==> config.mk <==
export PLATFORM = sky130hd
export DESIGN_NAME = adc_serial_reader
export DESIGN_NICKNAME = d
export VERILOG_FILES = /design/src/rtl/adc_pkg.sv /design/src/rtl/adc_sclk_gen.sv /design/src/rtl/adc_serial_reader.sv
export SDC_FILE = /design/constraint.sdc
export NUM_CORES = 1
export LEC_CHECK = 0
export ABC_CLOCK_PERIOD_IN_PS = 5200
export BUFFER_PORTS_ARGS = -buffer_cell sky130_fd_sc_hd__buf_4
export CORE_UTILIZATION = 55
export CTS_CLUSTER_DIAMETER = 200
export DETAILED_ROUTE_END_ITERATION = 7
export PLACE_DENSITY = 0.85
export SLEW_MARGIN = 20
export SYNTH_ARGS = -nofsm -noshare
export SYNTH_HDL_FRONTEND = slang
export SYNTH_SLANG_ARGS = --single-unit
==> constraint.sdc <==
create_clock -name clk -period 5.2 [get_ports clk]
set_clock_uncertainty 0.1 [all_clocks]
set_input_delay 0.26 -clock clk [delete_from_list [all_inputs] [get_ports clk]]
set_output_delay 0.26 -clock clk [all_outputs]
set_load 0.05 [all_outputs]
==> src/rtl/adc_pkg.sv <==
// Shared types and constants for the serial temperature ADC reader.
// Optional parity mode is selected by ADC_SERIAL_READER_PARITY_EN.
package adc_pkg;

  localparam int unsigned ADC_BITS     = 16;
  localparam int unsigned ADC_SIGN_BIT = 15;
  localparam int unsigned ADC_MAG_MSB  = 14;

  typedef enum logic [2:0] {
    IDLE,
    SETUP,
    SHIFT,
    HOLD,
    DONE
  } adc_state_e;

  // True when the word plus its trailing parity bit carries an even number of ones.
  function automatic logic even_parity_ok(input logic [ADC_BITS:0] word);
    return ~^word;
  endfunction

endpackage

==> src/rtl/adc_sclk_gen.sv <==
// Serial clock generator: half-period counter plus phase toggle.
// While en_i is high the counter runs; while toggle_i is also high, sclk
// flips at each half-period boundary. Strobes are asserted in the cycle
// before the edge at which sclk changes.
module adc_sclk_gen #(
  parameter int unsigned CLK_DIV = 4
) (
  input  logic clk_i,
  input  logic rst_i,
  input  logic en_i,
  input  logic toggle_i,
  output logic sclk_o,
  output logic half_done_o,
  output logic rise_strobe_o,
  output logic period_done_o
);

  localparam logic [7:0] DIV_LAST = 8'(CLK_DIV - 1);

  logic [7:0] cnt_q;
  logic       sclk_q;

  assign half_done_o   = en_i && (cnt_q == DIV_LAST);
  assign rise_strobe_o = half_done_o && toggle_i && !sclk_q;
  assign period_done_o = half_done_o && toggle_i && sclk_q;
  assign sclk_o        = sclk_q;

  // Half-period counter and sclk phase; both collapse to zero when idle.
  always_ff @(posedge clk_i) begin
    if (rst_i || !en_i) begin
      cnt_q  <= '0;
      sclk_q <= 1'b0;
    end else begin
      if (cnt_q == DIV_LAST) begin
        cnt_q <= '0;
      end else begin
        cnt_q <= cnt_q + 8'd1;
      end
      if (half_done_o && toggle_i) begin
        sclk_q <= ~sclk_q;
      end
    end
  end

endmodule

==> src/rtl/adc_serial_reader.sv <==
// One conversion per start pulse against a 3-wire serial ADC.
// Shifts in the word MSB-first and presents it as sign-magnitude adc_data.
// Define ADC_SERIAL_READER_PARITY_EN to read a 17th even-parity bit and
// reject words that fail the check via parity_err.
module adc_serial_reader #(
  parameter int unsigned CLK_DIV  = 4,
  parameter int unsigned ADC_BITS = adc_pkg::ADC_BITS
) (
  input  logic                clk,
  input  logic                rst,
  input  logic                start,
  input  logic                sdo,
  output logic                cs_n,
  output logic                sclk,
  output logic                busy,
  output logic [ADC_BITS-1:0] adc_data,
  output logic                adc_valid,
  output logic                parity_err
);

  import adc_pkg::*;

`ifdef ADC_SERIAL_READER_PARITY_EN
  localparam int unsigned SHIFT_BITS = ADC_BITS + 1;
`else
  localparam int unsigned SHIFT_BITS = ADC_BITS;
`endif
  localparam logic [4:0] LAST_BIT = 5'(SHIFT_BITS - 1);

  if (CLK_DIV < 2 || CLK_DIV > 255) begin : g_bad_clk_div
    $error("adc_serial_reader: CLK_DIV must be in 2..255");
  end
  if (ADC_BITS != adc_pkg::ADC_BITS) begin : g_bad_adc_bits
    $error("adc_serial_reader: ADC_BITS is fixed by the downstream format");
  end

  adc_state_e            state_q;
  logic [4:0]            bit_cnt_q;
  logic [SHIFT_BITS-1:0] shift_q;
  logic                  cs_n_q;
  logic                  busy_q;
  logic [ADC_BITS-1:0]   data_q;
  logic                  valid_q;

  logic gen_en;
  logic gen_toggle;
  logic half_done;
  logic rise_strobe;
  logic period_done;

  assign gen_en     = state_q inside {SETUP, SHIFT, HOLD};
  assign gen_toggle = (state_q == SHIFT);

  adc_sclk_gen #(
    .CLK_DIV(CLK_DIV)
  ) u_sclk_gen (
    .clk_i        (clk),
    .rst_i        (rst),
    .en_i         (gen_en),
    .toggle_i     (gen_toggle),
    .sclk_o       (sclk),
    .half_done_o  (half_done),
    .rise_strobe_o(rise_strobe),
    .period_done_o(period_done)
  );

`ifdef ADC_SERIAL_READER_PARITY_EN
  logic perr_q;
  assign parity_err = perr_q;
`else
  assign parity_err = 1'b0;
`endif

  assign cs_n      = cs_n_q;
  assign busy      = busy_q;
  assign adc_data  = data_q;
  assign adc_valid = valid_q;

  // Transaction FSM, serial shifter and registered outputs.
  always_ff @(posedge clk) begin
    if (rst) begin
      state_q   <= IDLE;
      bit_cnt_q <= '0;
      shift_q   <= '0;
      cs_n_q    <= 1'b1;
      busy_q    <= 1'b0;
      data_q    <= '0;
      valid_q   <= 1'b0;
`ifdef ADC_SERIAL_READER_PARITY_EN
      perr_q    <= 1'b0;
`endif
    end else begin
      valid_q <= 1'b0;
`ifdef ADC_SERIAL_READER_PARITY_EN
      perr_q  <= 1'b0;
`endif
      // sdo is captured on the same edge that drives sclk high.
      if (rise_strobe) begin
        shift_q <= {shift_q[SHIFT_BITS-2:0], sdo};
      end
      unique case (state_q)
        IDLE: begin
          if (start) begin
            state_q <= SETUP;
            cs_n_q  <= 1'b0;
            busy_q  <= 1'b1;
          end
        end
        SETUP: begin
          if (half_done) begin
            state_q <= SHIFT;
          end
        end
        SHIFT: begin
          if (period_done) begin
            if (bit_cnt_q == LAST_BIT) begin
              bit_cnt_q <= '0;
              state_q   <= HOLD;
            end else begin
              bit_cnt_q <= bit_cnt_q + 5'd1;
            end
          end
        end
        HOLD: begin
          if (half_done) begin
            state_q <= DONE;
            cs_n_q  <= 1'b1;
`ifdef ADC_SERIAL_READER_PARITY_EN
            if (even_parity_ok(shift_q)) begin
              data_q  <= shift_q[SHIFT_BITS-1 -: ADC_BITS];
              valid_q <= 1'b1;
            end else begin
              perr_q  <= 1'b1;
            end
`else
            data_q  <= shift_q[SHIFT_BITS-1 -: ADC_BITS];
            valid_q <= 1'b1;
`endif
          end
        end
        DONE: begin
          state_q <= IDLE;
          busy_q  <= 1'b0;
        end
        default: begin
          state_q <= IDLE;
        end
      endcase
    end
  end

endmodule

==> summary by stage <==
Run status
The flow ran to the end, and the final reports show no timing, DRC or antenna violations.

Synthesis
The most used flip-flop cell after synthesis is sky130_fd_sc_hd__dfxtp_1. The number of flops mapped to enable cells by yosys is 0. The mapped cell area is 1998 um2. The area share of the largest cell type after synthesis is 52.10%.

The cell type with the highest aggregate area in the netlist is sky130_fd_sc_hd__dfxtp_1. Yosys printed 0 warnings. The sequential cell area fraction in the yosys report is 52.10%. By area the synthesized netlist is led by sky130_fd_sc_hd__dfxtp_1 52%, sky130_fd_sc_hd__nand2_1 13%, sky130_fd_sc_hd__a21oi_1 9.5%. The mean post-synth cell area is 8.257 um2. The number of nets in the synthesized netlist is 248.

After synthesis, the share of flip-flops with an asynchronous set or reset is 0%. The post-synthesis sequential element count is 52. The count of distinct cell types in the synthesized netlist is 34.

The synthesized netlist cell count is 242.

Layout
Summing all non-filler instances in the final layout gives an area of 2256 um2. 0 antenna diodes ended up in the layout. For this run, the post-layout net count is 264. Registers take 1041 um2. From synthesis to final layout, the design area changed by 12.90%. The fraction of final layout cells sized beyond drive strength 1 is 13.51%.

The number of fillers in the final layout is 300. The combined area of the multi-input logic cells is 889.6 um2.

Critical path
STA classifies the critical path startpoint as a flop. The reg-to-reg critical path startpoint is u_sclk_gen.cnt_q[0]. Along the worst path, the maximum fanout reaches 17.

The depth of the worst register-to-register path is 5. The slowest stage of the critical path belongs to the cell sky130_fd_sc_hd__nand4_1. The critical path's largest stage delay is 0.78 ns. The worst register-to-register path ends at adc_data[8]. The critical path data required time is 5.37 ns.

The critical path goes through ha_1, nor4b_1, nand4_1, nand2_1, a21oi_1. The register-to-register path setup slack is 2.58 ns. The critical path is of the reg2reg type. The endpoint kind of the worst setup timing path is a flop.

The arrival time of data at the critical path endpoint is 2.78 ns.

Timing
The count of final setup violators is 0. Timing would allow up to 0.3819 GHz. At the pin with the least slew margin, the transition time is 0.7672 ns. Subtracting the final worst setup slack from the clock period gives 2.618 ns. Setup repair after global routing left no endpoint under its margin. The number of max-slew violations in the final report came to 0. The worst relative slew slack is 48.70%. The post-layout worst setup margin is 2.582 ns. The final critical path takes up 50.35% of the cycle. The final hold violation count is 0. The hold slack is 0.02183 ns. Setup total negative slack on the finished layout was measured at 0 ns.

Hold path
The hold-critical path depth is 3. The worst hold path terminates at shift_q[0]. In this run the most critical hold path is launched from sdo. The class of the most critical hold timing path is in2reg.

Clock tree
The number of setup buffers added after CTS is 0. The number of CTS-inserted buffers is 5. The clock latency on the worst-skew pair is 0.38 ns. The number of gates resized after cts is 0. The CTS root buffer is sky130_fd_sc_hd__clkbuf_4. The count of hold buffers inserted by post-cts repair is 0.

TritonCTS built the clock tree. The maximum root-to-sink buffer count is 2. The CTS sink count is 52.

The H-tree generated during clock tree synthesis spans 2 levels. The clock slew at the register clock pins of the worst setup and hold paths is 0.14 ns.

Route
The average detailed-routed wire length per instance is 12.14 um. The iteration count of the initial detailed-routing pass is 4. The remaining design rule violation count is 0. After the first detailed-routing iteration, the DRC count stood at 121. Dividing the detail-routed via count by the number of cells gives 5.321. Summing over every cut layer, the via total after detailed routing is 1623. The final antenna-violating net count is 0. The final layout contains routed wiring with a total length of 3.704 mm.

Global routing
The aggregate global-route resource usage is 20.27%. The largest net degree at the start of global routing is 46. The overflow left after global routing is 0. The number of antenna violations at the first check in global routing is 0. The global-route wire length before repair is 6.147 mm.

The number of global-route vias before repair came to 1397.

Power and ir drop
In this run the power density over the cells is 290.3 nW/um2. For this design the static power due to leakage is 0.0007905 uW. The largest vdd supply drop is 0.1859 mV.

The post-layout total power is 655.0 uW.

Placement
After detailed placement, the total cell area comes to 2176 um2. At the end of routability-driven placement, the weighted congestion stood at 0.8047. Prior to clock tree synthesis, the placed netlist has a worst setup slack of 2.574 ns. The number of I/O port buffers is 23.

The wire-length estimate of the detail-placed layout is 2.423 mm.

Die
The die is 62.28 um wide. The floorplan step set the die height to 62.28 um. The total I/O pin count is 25. After floorplanning, the core was sized to cover 3416 um2. The initialized floorplan defines 21 standard-cell rows.

The die covers 3878 um2. The initial utilization of the core area, before any placement, comes to 58.50%.

Flow run
Max-cap violations in this run came to 0.
==> where the power goes <==
part	internal [uW]	switching (uW)
combinational	6.16	16.3
sequential	401	2.97
clock	100	128
total	508	147
==> layout make-up <==
| type | count | area share (%) |
|---|---|---|
| sequential | 52 | 46.15 |
| multi-input combinational | 173 | 39.43 |
| timing repair buffer | 24 | 7.987 |
| tap | 46 | 2.551 |
| clock inverter | 3 | 1.886 |
| clock buffer | 5 | 1.664 |
| inverter | 2 | 0.3328 |
==> sequential cells by signal, summed over array words and instances (netlist names) <==
signal and count:
adc_data 16, shift_q 16, u_sclk_gen.cnt_q 8, bit_cnt_q 5, state_q 3, adc_valid 1, busy 1, cs_n 1
u_sclk_gen.sclk_o 1
==> logic make-up after synthesis <==
kind of cell    after synthesis  synth area share, %
buf+inv                      17                3.382
fa+ha+maj                     2                1.252
other cells                   1               0.1877
compound gates               45                11.65
xor+xnor                      8                3.507
simple gates                117                27.93
flops                        52                52.10
==> synthesized netlist by cell type (all sizes together) (2+ instances only) <==
library cell and n:
a21oi 38, inv 2, nand3 7, nand4 2
o21ai 4, nor3b 4, or3b 2, a211oi 2
and3 2, dfxtp 52, or3 4, or4 3
clkbuf 14, ha 2, nor3 2, nor4 2
nand2 69, xor2 7, nor2 12
==> layout by cell type (no fill, tap or decap), types with 2 or more instances in the layout <==
cell | Yosys | routed
sky130_fd_sc_hd__buf_4 | 1 | 24
sky130_fd_sc_hd__and3_1 | 2 | 2
sky130_fd_sc_hd__nand2_1 | 69 | 69
sky130_fd_sc_hd__or3_1 | 4 | 4
sky130_fd_sc_hd__nor3_1 | 2 | 2
sky130_fd_sc_hd__nand4_1 | 2 | 2
sky130_fd_sc_hd__clkbuf_4 | 0 | 5
sky130_fd_sc_hd__or4_1 | 3 | 3
sky130_fd_sc_hd__nand3_1 | 7 | 7
sky130_fd_sc_hd__xor2_1 | 7 | 7
sky130_fd_sc_hd__a21oi_1 | 38 | 38
sky130_fd_sc_hd__nor3b_1 | 4 | 4
sky130_fd_sc_hd__a211oi_1 | 2 | 2
sky130_fd_sc_hd__o21ai_0 | 2 | 2
sky130_fd_sc_hd__nor2_1 | 12 | 12
sky130_fd_sc_hd__dfxtp_1 | 52 | 52
sky130_fd_sc_hd__inv_1 | 2 | 2
sky130_fd_sc_hd__ha_1 | 2 | 2
sky130_fd_sc_hd__o21ai_1 | 2 | 2
==> critical path: cells and delay by family, from the launching register on <==
family / cells / cell delay, ns
DFF: 1 / 0.42
adders and majority gates: 1 / 0.25
and+or+nand+nor: 3 / 1.66
AOI/OAI and AO/OA: 1 / 0.08
==> worst max path at each step <==
| stage | startpoint | to | slack (ns) | depth (start not counted) |
|---|---|---|---|---|
| finish | u_sclk_gen.cnt_q[0] | adc_data[8] | 2.58 | 5 |
| global route | u_sclk_gen.cnt_q[0] | adc_data[10] | 2.31 | 5 |
| CTS | u_sclk_gen.cnt_q[0] | adc_data[13] | 2.58 | 5 |
| detailed placement | u_sclk_gen.cnt_q[0] | adc_data[2] | 2.57 | 5 |
| global placement | u_sclk_gen.cnt_q[0] | adc_data[12] | 2.72 | 5 |
| floorplan | u_sclk_gen.cnt_q[0] | bit_cnt_q[1] | 2.83 | 6 |
==> routing by layer <==
layer / up-vias / track usage, % / wire length (um)
met3: 7 / 4.963 / 187
met1: 737 / 25.84 / 1789
met5: - / 0 / 0
met2: 39 / 31.32 / 1648
met4: 0 / 11.34 / 80
li1: 840 / - / -
==> stage by stage <==
step,util [%],std cells
floorplan,-,242
global placement,63.70,297
detailed placement,63.70,297
CTS,66.04,305
global route,66.04,305
finish,66.04,305
(Power assumes the default switching activity.)
